## src/rtl/br_ckpt_ctrl_pkg.sv

```systemverilog
// Shared definitions for the branch checkpoint controller.
// Carries the free-list handshake encodings (common with the free list) as
// macros, plus the enums and helpers used inside the controller.
// Optional feature macro: BR_CKPT_STATS_EN (adds resolve/mispredict counters).
`ifndef BR_CKPT_CTRL_DEFINES
`define BR_CKPT_CTRL_DEFINES
`define BR_STATE_W    2
`define BR_NO_BRANCH  2'd0
`define BR_PR_CORRECT 2'd1
`define BR_PR_WRONG   2'd2
`define FL_PTR_W      5
`define BR_DEPTH      4
`endif

package br_ckpt_ctrl_pkg;

  typedef enum logic {
    ST_NORMAL,
    ST_RECOVER
  } ckpt_state_e;

  typedef enum logic [`BR_STATE_W-1:0] {
    FL_NO_BRANCH  = `BR_NO_BRANCH,
    FL_PR_CORRECT = `BR_PR_CORRECT,
    FL_PR_WRONG   = `BR_PR_WRONG
  } fl_br_state_e;

  localparam int unsigned STAT_W = 16;

  // Saturating increment for the statistics counters.
  function automatic logic [STAT_W-1:0] sat_inc(input logic [STAT_W-1:0] v,
                                                input logic              en);
    if (en && (v != '1)) begin
      return v + STAT_W'(1);
    end
    return v;
  endfunction

endpackage

```

## src/rtl/br_squash_mask.sv

```systemverilog
// Circular-range mask generator.
// Produces a one-bit-per-tag mask covering the half-open circular range
// [start, end) where both ends are tag indices with a wrap bit. Equal
// indices mean empty range (same wrap) or the whole ring (wrap differs).
// Ports:
//   start_idx_i / start_wrap_i : first tag of the range
//   end_idx_i   / end_wrap_i   : one past the last tag of the range
//   mask_o                     : BR_DEPTH-bit membership mask
module br_squash_mask
  import br_ckpt_ctrl_pkg::*;
#(
  parameter int unsigned BR_DEPTH = `BR_DEPTH,
  parameter int unsigned BR_TAG_W = 2
) (
  input  logic [BR_TAG_W-1:0] start_idx_i,
  input  logic                start_wrap_i,
  input  logic [BR_TAG_W-1:0] end_idx_i,
  input  logic                end_wrap_i,
  output logic [BR_DEPTH-1:0] mask_o
);

  logic [BR_TAG_W-1:0] idx;

  always_comb begin
    mask_o = '0;
    idx    = '0;
    if (start_idx_i == end_idx_i) begin
      mask_o = (start_wrap_i != end_wrap_i) ? '1 : '0;
    end else begin
      for (int unsigned i = 0; i < BR_DEPTH; i++) begin
        idx = i[BR_TAG_W-1:0];
        if (start_idx_i < end_idx_i) begin
          mask_o[i] = (idx >= start_idx_i) && (idx < end_idx_i);
        end else begin
          mask_o[i] = (idx >= start_idx_i) || (idx < end_idx_i);
        end
      end
    end
  end

endmodule

```

## src/rtl/br_ckpt_ctrl.sv

```systemverilog
// Branch checkpoint controller for the physical-register free list.
// Snapshots the free-list head on every accepted branch dispatch and hands
// back a tag; on resolution it releases the checkpoint in order, or on a
// mispredict runs a one-cycle recovery that restores the free-list head and
// squashes every younger tag.
// Ports:
//   clk, rst                 : clock, asynchronous active-low reset
//   br_dispatch_i, fl_head_i : checkpoint request and head to snapshot
//   br_ckpt_ok_o, br_tag_o   : dispatch allowed / tag granted (combinational)
//   br_resolve_i, br_resolve_tag_i, br_mispredict_i : resolution from the branch unit
//   fl_branch_state_o, fl_rc_head_o : registered recovery handshake to the free list
//   squash_mask_o            : registered mask of killed tags during recovery
//   br_cnt_o                 : outstanding checkpoint count (0..BR_DEPTH)
//   stat_resolve_cnt_o, stat_mispred_cnt_o : only with BR_CKPT_STATS_EN
// Optional feature macro: BR_CKPT_STATS_EN.
module br_ckpt_ctrl
  import br_ckpt_ctrl_pkg::*;
#(
  parameter int unsigned BR_DEPTH = `BR_DEPTH,
  parameter int unsigned FL_PTR_W = `FL_PTR_W,
  parameter int unsigned BR_TAG_W = 2
) (
  input  logic                   clk,
  input  logic                   rst,
  input  logic                   br_dispatch_i,
  input  logic [FL_PTR_W:0]      fl_head_i,
  output logic                   br_ckpt_ok_o,
  output logic [BR_TAG_W-1:0]    br_tag_o,
  input  logic                   br_resolve_i,
  input  logic [BR_TAG_W-1:0]    br_resolve_tag_i,
  input  logic                   br_mispredict_i,
  output logic [`BR_STATE_W-1:0] fl_branch_state_o,
  output logic [FL_PTR_W:0]      fl_rc_head_o,
  output logic [BR_DEPTH-1:0]    squash_mask_o,
`ifdef BR_CKPT_STATS_EN
  output logic [15:0]            stat_resolve_cnt_o,
  output logic [15:0]            stat_mispred_cnt_o,
`endif
  output logic [BR_TAG_W:0]      br_cnt_o
);

  localparam logic [BR_TAG_W:0] PTR_ONE = 1;

  logic [FL_PTR_W:0]   ckpt_q [BR_DEPTH];
  logic [FL_PTR_W:0]   ckpt_d [BR_DEPTH];
  logic [BR_DEPTH-1:0] vld_q, vld_d;
  logic [BR_TAG_W:0]   head_q, head_d;
  logic [BR_TAG_W:0]   tail_q, tail_d;
  ckpt_state_e         state_q, state_d;
  fl_br_state_e        fl_state_q, fl_state_d;
  logic [FL_PTR_W:0]   rc_head_q, rc_head_d;
  logic [BR_DEPTH-1:0] mask_q, mask_d;

  logic [BR_TAG_W-1:0] head_idx, tail_idx;
  logic                head_wrap, tail_wrap;
  logic                full, empty;
  logic                mp_req, res_hit, cr_acc, mp_acc, alloc;
  logic                tag_wrap;
  logic [BR_DEPTH-1:0] squash_range;
  logic [BR_DEPTH-1:0] live_mask;

  assign head_idx  = head_q[BR_TAG_W-1:0];
  assign head_wrap = head_q[BR_TAG_W];
  assign tail_idx  = tail_q[BR_TAG_W-1:0];
  assign tail_wrap = tail_q[BR_TAG_W];

  assign full  = (head_idx == tail_idx) && (head_wrap != tail_wrap);
  assign empty = (head_q == tail_q);

  // The resolving tag carries no wrap bit; a tag below the tail index sits in
  // the tail's lap, anything at or above it belongs to the previous lap.
  assign tag_wrap = (br_resolve_tag_i < tail_idx) ? tail_wrap : ~tail_wrap;

  // Tags younger than (and including) the mispredicted one.
  br_squash_mask #(
    .BR_DEPTH (BR_DEPTH),
    .BR_TAG_W (BR_TAG_W)
  ) u_squash_range (
    .start_idx_i  (br_resolve_tag_i),
    .start_wrap_i (tag_wrap),
    .end_idx_i    (tail_idx),
    .end_wrap_i   (tail_wrap),
    .mask_o       (squash_range)
  );

  // Unsquashed window [head, tail); during recovery the tail already points
  // at the pending tag, so membership here means "older than pending".
  br_squash_mask #(
    .BR_DEPTH (BR_DEPTH),
    .BR_TAG_W (BR_TAG_W)
  ) u_live_range (
    .start_idx_i  (head_idx),
    .start_wrap_i (head_wrap),
    .end_idx_i    (tail_idx),
    .end_wrap_i   (tail_wrap),
    .mask_o       (live_mask)
  );

  always_comb begin
    mp_req       = br_resolve_i & br_mispredict_i;
    br_ckpt_ok_o = ~full & ~mp_req & (state_q == ST_NORMAL);
    br_tag_o     = tail_idx;
    alloc        = br_dispatch_i & br_ckpt_ok_o;
    res_hit      = br_resolve_i & vld_q[br_resolve_tag_i];
    cr_acc       = res_hit & ~br_mispredict_i;
    mp_acc       = res_hit & br_mispredict_i &
                   ((state_q == ST_NORMAL) | live_mask[br_resolve_tag_i]);
  end

  always_comb begin
    ckpt_d = ckpt_q;
    vld_d  = vld_q;
    head_d = head_q;
    tail_d = tail_q;

    if (alloc) begin
      ckpt_d[tail_idx] = fl_head_i;
      vld_d[tail_idx]  = 1'b1;
      tail_d           = tail_q + PTR_ONE;
    end

    if (cr_acc) begin
      vld_d[br_resolve_tag_i] = 1'b0;
    end

    // Alloc is blocked whenever a mispredict is presented, so this never
    // competes with the allocation above.
    if (mp_acc) begin
      vld_d  = vld_q & ~squash_range;
      tail_d = {tag_wrap, br_resolve_tag_i};
    end

    if (!empty && !vld_q[head_idx]) begin
      head_d = head_q + PTR_ONE;
    end
  end

  always_comb begin
    state_d    = mp_acc ? ST_RECOVER : ST_NORMAL;
    fl_state_d = FL_NO_BRANCH;
    rc_head_d  = rc_head_q;
    mask_d     = '0;
    if (mp_acc) begin
      fl_state_d = FL_PR_WRONG;
      rc_head_d  = ckpt_q[br_resolve_tag_i];
      mask_d     = squash_range;
    end else if (cr_acc) begin
      fl_state_d = FL_PR_CORRECT;
    end
  end

  always_ff @(posedge clk or negedge rst) begin
    if (!rst) begin
      ckpt_q     <= '{default: '0};
      vld_q      <= '0;
      head_q     <= '0;
      tail_q     <= '0;
      state_q    <= ST_NORMAL;
      fl_state_q <= FL_NO_BRANCH;
      rc_head_q  <= '0;
      mask_q     <= '0;
    end else begin
      ckpt_q     <= ckpt_d;
      vld_q      <= vld_d;
      head_q     <= head_d;
      tail_q     <= tail_d;
      state_q    <= state_d;
      fl_state_q <= fl_state_d;
      rc_head_q  <= rc_head_d;
      mask_q     <= mask_d;
    end
  end

  assign fl_branch_state_o = fl_state_q;
  assign fl_rc_head_o      = rc_head_q;
  assign squash_mask_o     = mask_q;
  assign br_cnt_o          = tail_q - head_q;

`ifdef BR_CKPT_STATS_EN
  logic [STAT_W-1:0] stat_res_q, stat_res_d;
  logic [STAT_W-1:0] stat_mp_q, stat_mp_d;

  always_comb begin
    stat_res_d = sat_inc(stat_res_q, cr_acc | mp_acc);
    stat_mp_d  = sat_inc(stat_mp_q, mp_acc);
  end

  always_ff @(posedge clk or negedge rst) begin
    if (!rst) begin
      stat_res_q <= '0;
      stat_mp_q  <= '0;
    end else begin
      stat_res_q <= stat_res_d;
      stat_mp_q  <= stat_mp_d;
    end
  end

  assign stat_resolve_cnt_o = stat_res_q;
  assign stat_mispred_cnt_o = stat_mp_q;
`endif

endmodule

```

## config.mk

```make
export PLATFORM = sky130hd
export DESIGN_NAME = br_ckpt_ctrl
export DESIGN_NICKNAME = d
export VERILOG_FILES = /design/src/rtl/br_ckpt_ctrl_pkg.sv /design/src/rtl/br_squash_mask.sv /design/src/rtl/br_ckpt_ctrl.sv
export SDC_FILE = /design/constraint.sdc
export NUM_CORES = 1
export LEC_CHECK = 0
export CAP_MARGIN = 20
export CORE_UTILIZATION = 57
export CTS_BUF_LIST = sky130_fd_sc_hd__clkbuf_4 sky130_fd_sc_hd__clkbuf_8
export CTS_CLUSTER_SIZE = 25
export DETAILED_ROUTE_END_ITERATION = 12
export PLACE_DENSITY = 0.92
export SYNTH_ARGS = -nofsm -noshare
export SYNTH_HDL_FRONTEND = slang
export SYNTH_SLANG_ARGS = --single-unit
```

## constraint.sdc

```tcl
create_clock -name clk -period 2.98 [get_ports clk]
set_input_delay 0.596 -clock clk [delete_from_list [all_inputs] [get_ports clk]]
set_output_delay 0.596 -clock clk [all_outputs]
set_load 0.05 [all_outputs]
```

==> flow_metrics.tcl, run 1 <==
set metrics [dict create \
    yosys-top-cells-area "dfrtp_1 (46%), mux2_2 (11%), ha_1 (7.0%), mux4_2 (5.4%), mux2_4 (4.2%)" \
    clock_latency_ps 310 \
    end_kind "output pin" \
    ant_nets 0 \
    ctsHoldBuffers 0 \
    synthToLayoutAreaGrowth_pct 18.2 \
    synth_top_area_cell "dfrtp_1" \
    slowest_stage "clkdlybuf4s50_1" \
    critPathLaunchType "flop" \
    power.density_nw_per_um2 1190 \
    drt-total-wl_um 4970 \
    synth-async-reset-ratio 1.00 \
    drtPass1Iterations 4 \
    cts_resized 0 \
    drive_above_1_share 0.259 \
    power_leakage_nw 1.31 \
    synthesis.nets 223 \
    crit_fanout 7 \
    ios 31 \
    synthFlopType "dfrtp_1" \
    fin_crit_sh 0.932 \
    yosysWarningCount 0 \
    synth_seq_cells 46 \
    yosysTopAreaCellShare 0.459 \
    place_hpwl_um 3620 \
    synth_cells 195 \
    synth_edf_count 0 \
    cap_violations 0 \
    yosys-top-cells-count "dfrtp_1 (46), mux2_2 (24), ha_1 (14), nand2_1 (14), inv_1 (8)" \
    slew_headroom 0.666 \
    tritoncts "yes" \
    tns_ps 0 \
    fin_nets 259 \
    status "completed" \
    root_buffer "clkbuf_8" \
    gp_congestion 0.910 \
    syn_area_per_cell_um2 12.9 \
    cp_common_cell "inv_1" \
    rsz0062_at_grt "no" \
    max_slew.worst_pin.slew_ps 499 \
    cts_setup_buffers 0 \
    dieHeight_um 68.3 \
    core.rowCount 23 \
    period_needed_ps 2780 \
    viasPerCell 5.89 \
    h-tree-depth 2 \
    die_x_um 68.3 \
    clock_sinks 46 \
    arrival_ps 2180 \
    clock_skew_ps 9.89 \
    critPathTopFamily "buffers and inverters" \
    grt_max_degree 47 \
    hold_violations 0 \
    drcViolationCount 0 \
    finalMaxSlewViolations 0 \
    dieArea_um2 4670 \
    vdd_drop_max_uv 827 \
    crit_required_ps 2380 \
    seq_area_frac_synth 0.459 \
    fmaxAchievable_ghz 0.360 \
    yosysMostFrequentCell "dfrtp_1" \
    whs_ps 74.1 \
    num_vias 1662 \
    drt_iter0_drc 127 \
    cp_slowest_stage_delay_ps 790 \
    wl_per_cell_um 17.6 \
    hp-class "in2async" \
    setup_viol 0 \
    grt_pass1_wl_um 8070 \
    port_buffers 30 \
    grt-ovfl-total 0 \
    cp_num_buf_inv 3 \
    grt_pass1_vias 1673 \
    synth_cell_type_count 47 \
    clkTransAtPathRegs_ps 90 \
    antenna_found_initial 0 \
    worstSetupPathType "reg2out" \
    path_cells "inv_1 > ha_1 > inv_1 > clkdlybuf4s50_1" \
    core_um2 4120 \
    cts_buffers 5 \
    start_util 0.610 \
    num_antenna_cells 0 \
    clockBufferDepth 2 \
    synth_area_um2 2510 \
    grt_use_total 0.246 \
]
==> routing by layer <==
metal | track usage | part of all wire
met2 | 0.419 | 0.50
met4 | 0.0833 | 0.015
met3 | 0.0567 | 0.041
met1 | 0.306 | 0.45
met5 | 0 | 0
==> cell type report <==
class / count / area [um2]
clock buffers: 5 / 68.8
clock inverters: 3 / 21.3
fillers: 275 / 1150
inverters: 9 / 41.3
multi-input cells: 133 / 1260
flip-flops and latches: 46 / 1150
well taps: 50 / 62.6
repair buffers: 36 / 358
==> layout by cell type (no fill, tap or decap), types with 2 or more instances in the layout <==
cell type / netlist / final
dfrtp_1: 46 / 46
clkdlybuf4s50_1: 0 / 26
mux2_2: 24 / 24
nand2_1: 14 / 14
ha_1: 14 / 14
inv_1: 8 / 8
mux2_4: 7 / 7
buf_4: 1 / 7
nor2b_1: 6 / 6
nor2_1: 6 / 6
mux4_2: 6 / 6
xnor2_1: 5 / 5
a21oi_1: 5 / 5
clkbuf_8: 0 / 5
nand3_1: 4 / 4
o21a_1: 3 / 3
o21ai_0: 3 / 3
mux2i_1: 3 / 3
nand3b_1: 2 / 2
nand2b_1: 2 / 2
a311o_1: 2 / 2
a211oi_1: 2 / 2
o31ai_1: 2 / 2
o22ai_1: 2 / 2
buf_12: 0 / 2
==> logic make-up after synthesis <==
| kind of cell | Yosys count | share of synthesized area |
|---|---|---|
| DFF | 46 | 0.459 |
| xor gates and xnor gates | 5 | 0.0175 |
| buffers and inverters | 16 | 0.0379 |
| adders and majority gates | 15 | 0.0778 |
| and+or+nand+nor | 41 | 0.0858 |
| AOI/OAI and AO/OA | 31 | 0.0963 |
| muxes | 41 | 0.226 |
==> worst paths after layout <==
kind / start / to / slack [ps] / cells after the start
setup reg to reg: tail_q[1] / fl_rc_head_o[1] / 280 / 8
min in group clk: head_q[2] / head_q[2] / 500 / 1
max in group asynchronous: rst / fl_rc_head_o[1] / 2480 / 2
hold / removal: rst / head_q[2] / 70 / 1
setup / recovery: tail_q[0] / br_cnt_o[0] / 200 / 4
hold reg to reg: head_q[2] / head_q[2] / 500 / 1
==> per-stage QoR <==
| step | setup slack, ps | power (mW) | utilization | instance area, um2 | cells |
|---|---|---|---|---|---|
| 4_1_cts | 190 | 3.55 | 0.716 | 2950 | 281 |
| 5_1_grt | 84.6 | 3.77 | 0.721 | 2970 | 282 |
| 3_3_place_gp | 246 | 3.10 | 0.694 | 2860 | 273 |
| 3_5_place_dp | 187 | 3.16 | 0.694 | 2860 | 273 |
| 6_report | 203 | 3.54 | 0.721 | 2970 | 282 |
| 2_1_floorplan | 19.2 | 2.60 | - | 2510 | 195 |
==> power breakdown <==
group | leakage (nW) | switching [mW] | internal (mW) | total, mW
logic | 0.705 | 1.11 | 0.907 | 2.02
registers | 0.562 | 0.227 | 0.911 | 1.14
clock network | 0.0441 | 0.223 | 0.165 | 0.388
total | 1.31 | 1.56 | 1.98 | 3.54
==> registers in the layout, indices dropped and copies added, names as in the netlist <==
register           count
fl_rc_head_o           6
tail_q                 3
vld_q                  4
squash_mask_o          4
fl_branch_state_o      2
ckpt_q                24
head_q                 3
Note: power is estimated with default switching activity, not from simulation.
==> inputs of run 2 (changes only) <==
CAP_MARGIN = default   (was 20)
CTS_CLUSTER_DIAMETER = 150   (was default)
==> run 2 against run 1 <==
Compared with the run above:
- total power about the same
- hold slack better by 360 ps
- non-clock buffer count is 1 lower
- clock-buffer cell count unchanged
- critical path type unchanged
- critical endpoint unchanged
==> flow_metrics.tcl, run 2 (same netlist as run 1, synthesis figures left out) <==
set metrics [dict create \
    finalMaxSlewViolations 0 \
    hold_violations 0 \
    end_kind "output pin" \
    power.density_nw_per_um2 1200 \
    synthToLayoutAreaGrowth_pct 17.4 \
    r2r_start "tail_q[1]" \
    drcViolationCount 0 \
    antenna_found_initial 0 \
    fmaxAchievable_ghz 0.360 \
    grt_use_total 0.246 \
    port_buffers 30 \
    crit_required_ps 2380 \
    die_x_um 68.3 \
    layout_common_cells "dfrtp_1 (46), clkdlybuf4s50_1 (26), mux2_2 (24)" \
    rsz0062_at_grt "no" \
    arrival_ps 2180 \
    setup_viol 0 \
    clock_sinks 46 \
    num_antenna_cells 0 \
    cts_setup_buffers 0 \
    instances_no_fill 281 \
    nFillCells 277 \
    wl_per_cell_um 17.5 \
    cts_buffers 5 \
    core.rowCount 23 \
    ctsHoldBuffers 0 \
    h-tree-depth 2 \
    crit_fanout 7 \
    status "completed" \
    clock_latency_ps 310 \
    ant_nets 0 \
    worstSetupPathType "reg2out" \
    whs_ps 438 \
    viasPerCell 5.90 \
    grt_pass1_wl_um 8070 \
    vdd_drop_max_uv 827 \
    tns_ps 0 \
    root_buffer "clkbuf_8" \
    drtPass1Iterations 4 \
    gp_congestion 0.910 \
    cts_resized 0 \
    max_slew.worst_pin.slew_ps 1010 \
    place_hpwl_um 3620 \
    slew_headroom 0.329 \
    clock_skew_ps 9.85 \
    startpoint "tail_q[0]" \
    dpl.cell_count 273 \
    ios 31 \
    top_register "ckpt_q" \
    grt-ovfl-total 0 \
    fin_crit_sh 0.932 \
    drt_iter0_drc 163 \
    grt_pass1_vias 1673 \
    start_util 0.610 \
    drt-total-wl_um 4930 \
    core_um2 4120 \
    period_needed_ps 2780 \
    dieArea_um2 4670 \
    power_leakage_nw 1.30 \
    final_common_cell "dfrtp_1" \
    largest_reg_flops 24 \
    grt_max_degree 47 \
    tritoncts "yes" \
    critPathLaunchType "flop" \
    num_vias 1657 \
    drive_above_1_share 0.255 \
    ff2ff_path_depth 8 \
    hp-class "in2async" \
    clockBufferDepth 2 \
    fin_nets 258 \
    clkTransAtPathRegs_ps 90 \
    dieHeight_um 68.3 \
    cap_violations 0 \
]
run 2: cell count changes in the layout (fill, tap and decap cells not counted):
| cell | delta |
|---|---|
| buf_12 | -1 |
run 2: final timing paths:
kind | end | slack (ps)
setup / recovery | br_cnt_o[0] | 200
hold / removal | head_q[2] | 440
setup reg to reg | fl_rc_head_o[1] | 290
hold reg to reg | head_q[2] | 500
max in group asynchronous | ckpt_q[0] | 1900
min in group clk | head_q[2] | 500
run 2: final cells by class:
type                            count  area, um2  share of cell area
Multi-Input combinational cell    133       1260               0.429
Sequential cell                    46       1150               0.391
Timing Repair Buffer               35        338               0.115
Clock buffer                        5       68.8              0.0234
Tap cell                           50       62.6              0.0212
Inverter                            9       41.3              0.0140
Clock inverter                      3       21.3             0.00722
run 2: per-layer routing:
layer | up-vias | share of wire | GRT usage
met5 | - | 0 | 0
met4 | 0 | 0.015 | 0.0833
met3 | 10 | 0.047 | 0.0567
met2 | 51 | 0.49 | 0.419
met1 | 818 | 0.45 | 0.306
li1 | 778 | - | -
run 2: report_power, final:
group	internal, mW	switching [mW]	leakage [nW]
Combinational	0.905	1.11	0.696
Clock	0.165	0.223	0.0441
Sequential	0.911	0.227	0.562
Total	1.98	1.56	1.30
run 2: worst max-delay path: stages (launching register included):
cell,delay [ps]
dfrtp_1,490
inv_1,160
ha_1,370
inv_1,70
clkdlybuf4s50_1,790
run 2: metrics by stage:
step           utilization  setup WS (ps)  power, mW  instance area (um2)
2_1_floorplan            -           19.2       2.60                 2510
3_3_place_gp         0.694            246       3.10                 2860
3_5_place_dp         0.694            187       3.16                 2860
4_1_cts              0.716            190       3.55                 2950
5_1_grt              0.716           84.6       3.77                 2950
6_report             0.716            202       3.54                 2950
==> inputs of run 3 (changes only) <==
PLACE_DENSITY = 0.83   (was 0.92)
clock period = 2.7 ns   (was 2.98 ns; I/O delays follow)
==> run 3 against run 2 <==
Compared with the run above:
- sequential cell count unchanged
- cell count increased by 2.1%
- core utilization is 2.5 points higher
- register-to-register slack lost 60 ps
- routed wire length up 15%
- hold slack lost 200 ps
- clock-buffer cell count rose by 2
- via count up 6.6%
- total power grew 22%
- sequential share of layout area fell by 1.3 points
- die area unchanged
- largest cell class unchanged
- largest power group unchanged
==> flow_metrics.tcl, run 3 (same netlist as run 1, synthesis figures left out) <==
set metrics [dict create \
    status "completed" \
    clock_skew_ps 5.71 \
    cts_resized 0 \
    postPlaceCellArea_um2 2930 \
    rsz0062_at_grt "no" \
    drtPass1Iterations 4 \
    path_cells "inv_1 > ha_1 > nor2b_1 > a311o_1 > o221ai_2 > a21o_1 > inv_8 > mux2_4" \
    final_common_cell "dfrtp_1" \
    die_x_um 68.3 \
    worstSetupPathType "reg2reg" \
    power_leakage_nw 1.36 \
    fin_nets 264 \
    clkTransAtPathRegs_ps 80 \
    wl_per_cell_um 19.7 \
    grt-ovfl-total 0 \
    arrival_ps 2650 \
    hold_violations 0 \
    whs_ps 242 \
    setup_viol 0 \
    core.rowCount 23 \
    clock_sinks 46 \
    drt-total-wl_um 5650 \
    clock_latency_ps 290 \
    grt_pass1_wl_um 8990 \
    grt_use_total 0.276 \
    vdd_drop_max_uv 930 \
    cap_violations 0 \
    cts_buffers 5 \
    antenna_found_initial 0 \
    synthToLayoutAreaGrowth_pct 21.5 \
    hp-class "in2async" \
    grt_max_degree 28 \
    nFillCells 268 \
    layout_common_cells "dfrtp_1 (45), clkdlybuf4s50_1 (25), mux2_2 (24)" \
    ant_nets 0 \
    largest_reg_flops 24 \
    instances_no_fill 287 \
    crit_fanout 8 \
    dieArea_um2 4670 \
    grt_pass1_vias 1870 \
    clockBufferDepth 2 \
    num_vias 1767 \
    critPathTopFamily "compound AO/OA/AOI/OAI gates" \
    start_util 0.610 \
    port_buffers 30 \
    root_buffer "clkbuf_8" \
    slowest_stage "dfrtp_2" \
    ios 31 \
    end_kind "flop" \
    num_antenna_cells 0 \
    slew_headroom 0.609 \
    h-tree-depth 2 \
    ctsHoldBuffers 0 \
    dieHeight_um 68.3 \
    gp_congestion 0.944 \
    tns_ps 0 \
    final_area_um2 3050 \
    r2r_start "tail_q[1]" \
    crit_required_ps 2880 \
    cp_slowest_stage_delay_ps 410 \
    rrSetupSlack_ps 230 \
    drt_iter0_drc 138 \
    period_needed_ps 2470 \
    critPathLaunchType "flop" \
    cp_num_buf_inv 2 \
    top_register "ckpt_q" \
    tritoncts "yes" \
    place_hpwl_um 4100 \
    core_um2 4120 \
    drcViolationCount 0 \
    drive_above_1_share 0.291 \
    cts_setup_buffers 0 \
    fin_crit_sh 0.915 \
    finalMaxSlewViolations 0 \
    viasPerCell 6.16 \
    rr_endpoint "fl_rc_head_o[2]" \
    fmaxAchievable_ghz 0.405 \
    max_slew.worst_pin.slew_ps 587 \
    ff2ff_path_depth 8 \
    dpl.cell_count 279 \
    power.density_nw_per_um2 1410 \
]
[run 3: worst max path at each step]
stage,startpoint,depth (start not counted),end,slack [ps]
finish,tail_q[1],8,fl_rc_head_o[2],230
global route,tail_q[1],8,fl_rc_head_o[3],130
CTS,tail_q[1],8,tail_q[0],240
detailed placement,br_resolve_tag_i[0],6,fl_rc_head_o[4],40
global placement,br_resolve_tag_i[0],6,fl_rc_head_o[3],110
floorplan,tail_q[0],4,br_cnt_o[2],70
[run 3: routing by layer]
layer	share of wire	track usage	wire length, um	vias to the layer above
met5	0	0	0	-
met4	0.019	0.120	107	0
met3	0.056	0.0650	316	14
met2	0.51	0.472	2880	78
met1	0.42	0.330	2350	883
li1	-	-	-	792
[run 3: area by class of cell]
cell class                 count  area, um2  share of cell area
sequential                    46       1150               0.378
tap                           50       62.6              0.0205
inverter                       9       41.3              0.0135
clock inverter                 1       30.0             0.00985
clock buffer                   7       83.8              0.0275
multi-input combinational    133       1270               0.417
timing repair buffer          41        405               0.133
[run 3: report_power, final]
part | total, mW | internal, mW | switching, mW
sequential | 1.24 | 1.01 | 0.230
clock | 0.512 | 0.297 | 0.215
combinational | 2.56 | 1.18 | 1.38
total | 4.31 | 2.49 | 1.82
[run 3: stage by stage]
| stage | power [mW] | worst slack [ps] | utilization |
|---|---|---|---|
| after floorplan | 2.90 | 74.5 | - |
| after global placement | 3.66 | 113 | 0.713 |
| after detailed placement | 3.78 | 43.5 | 0.713 |
| after CTS | 4.30 | 241 | 0.741 |
| after global routing | 4.54 | 128 | 0.741 |
| final | 4.31 | 228 | 0.741 |
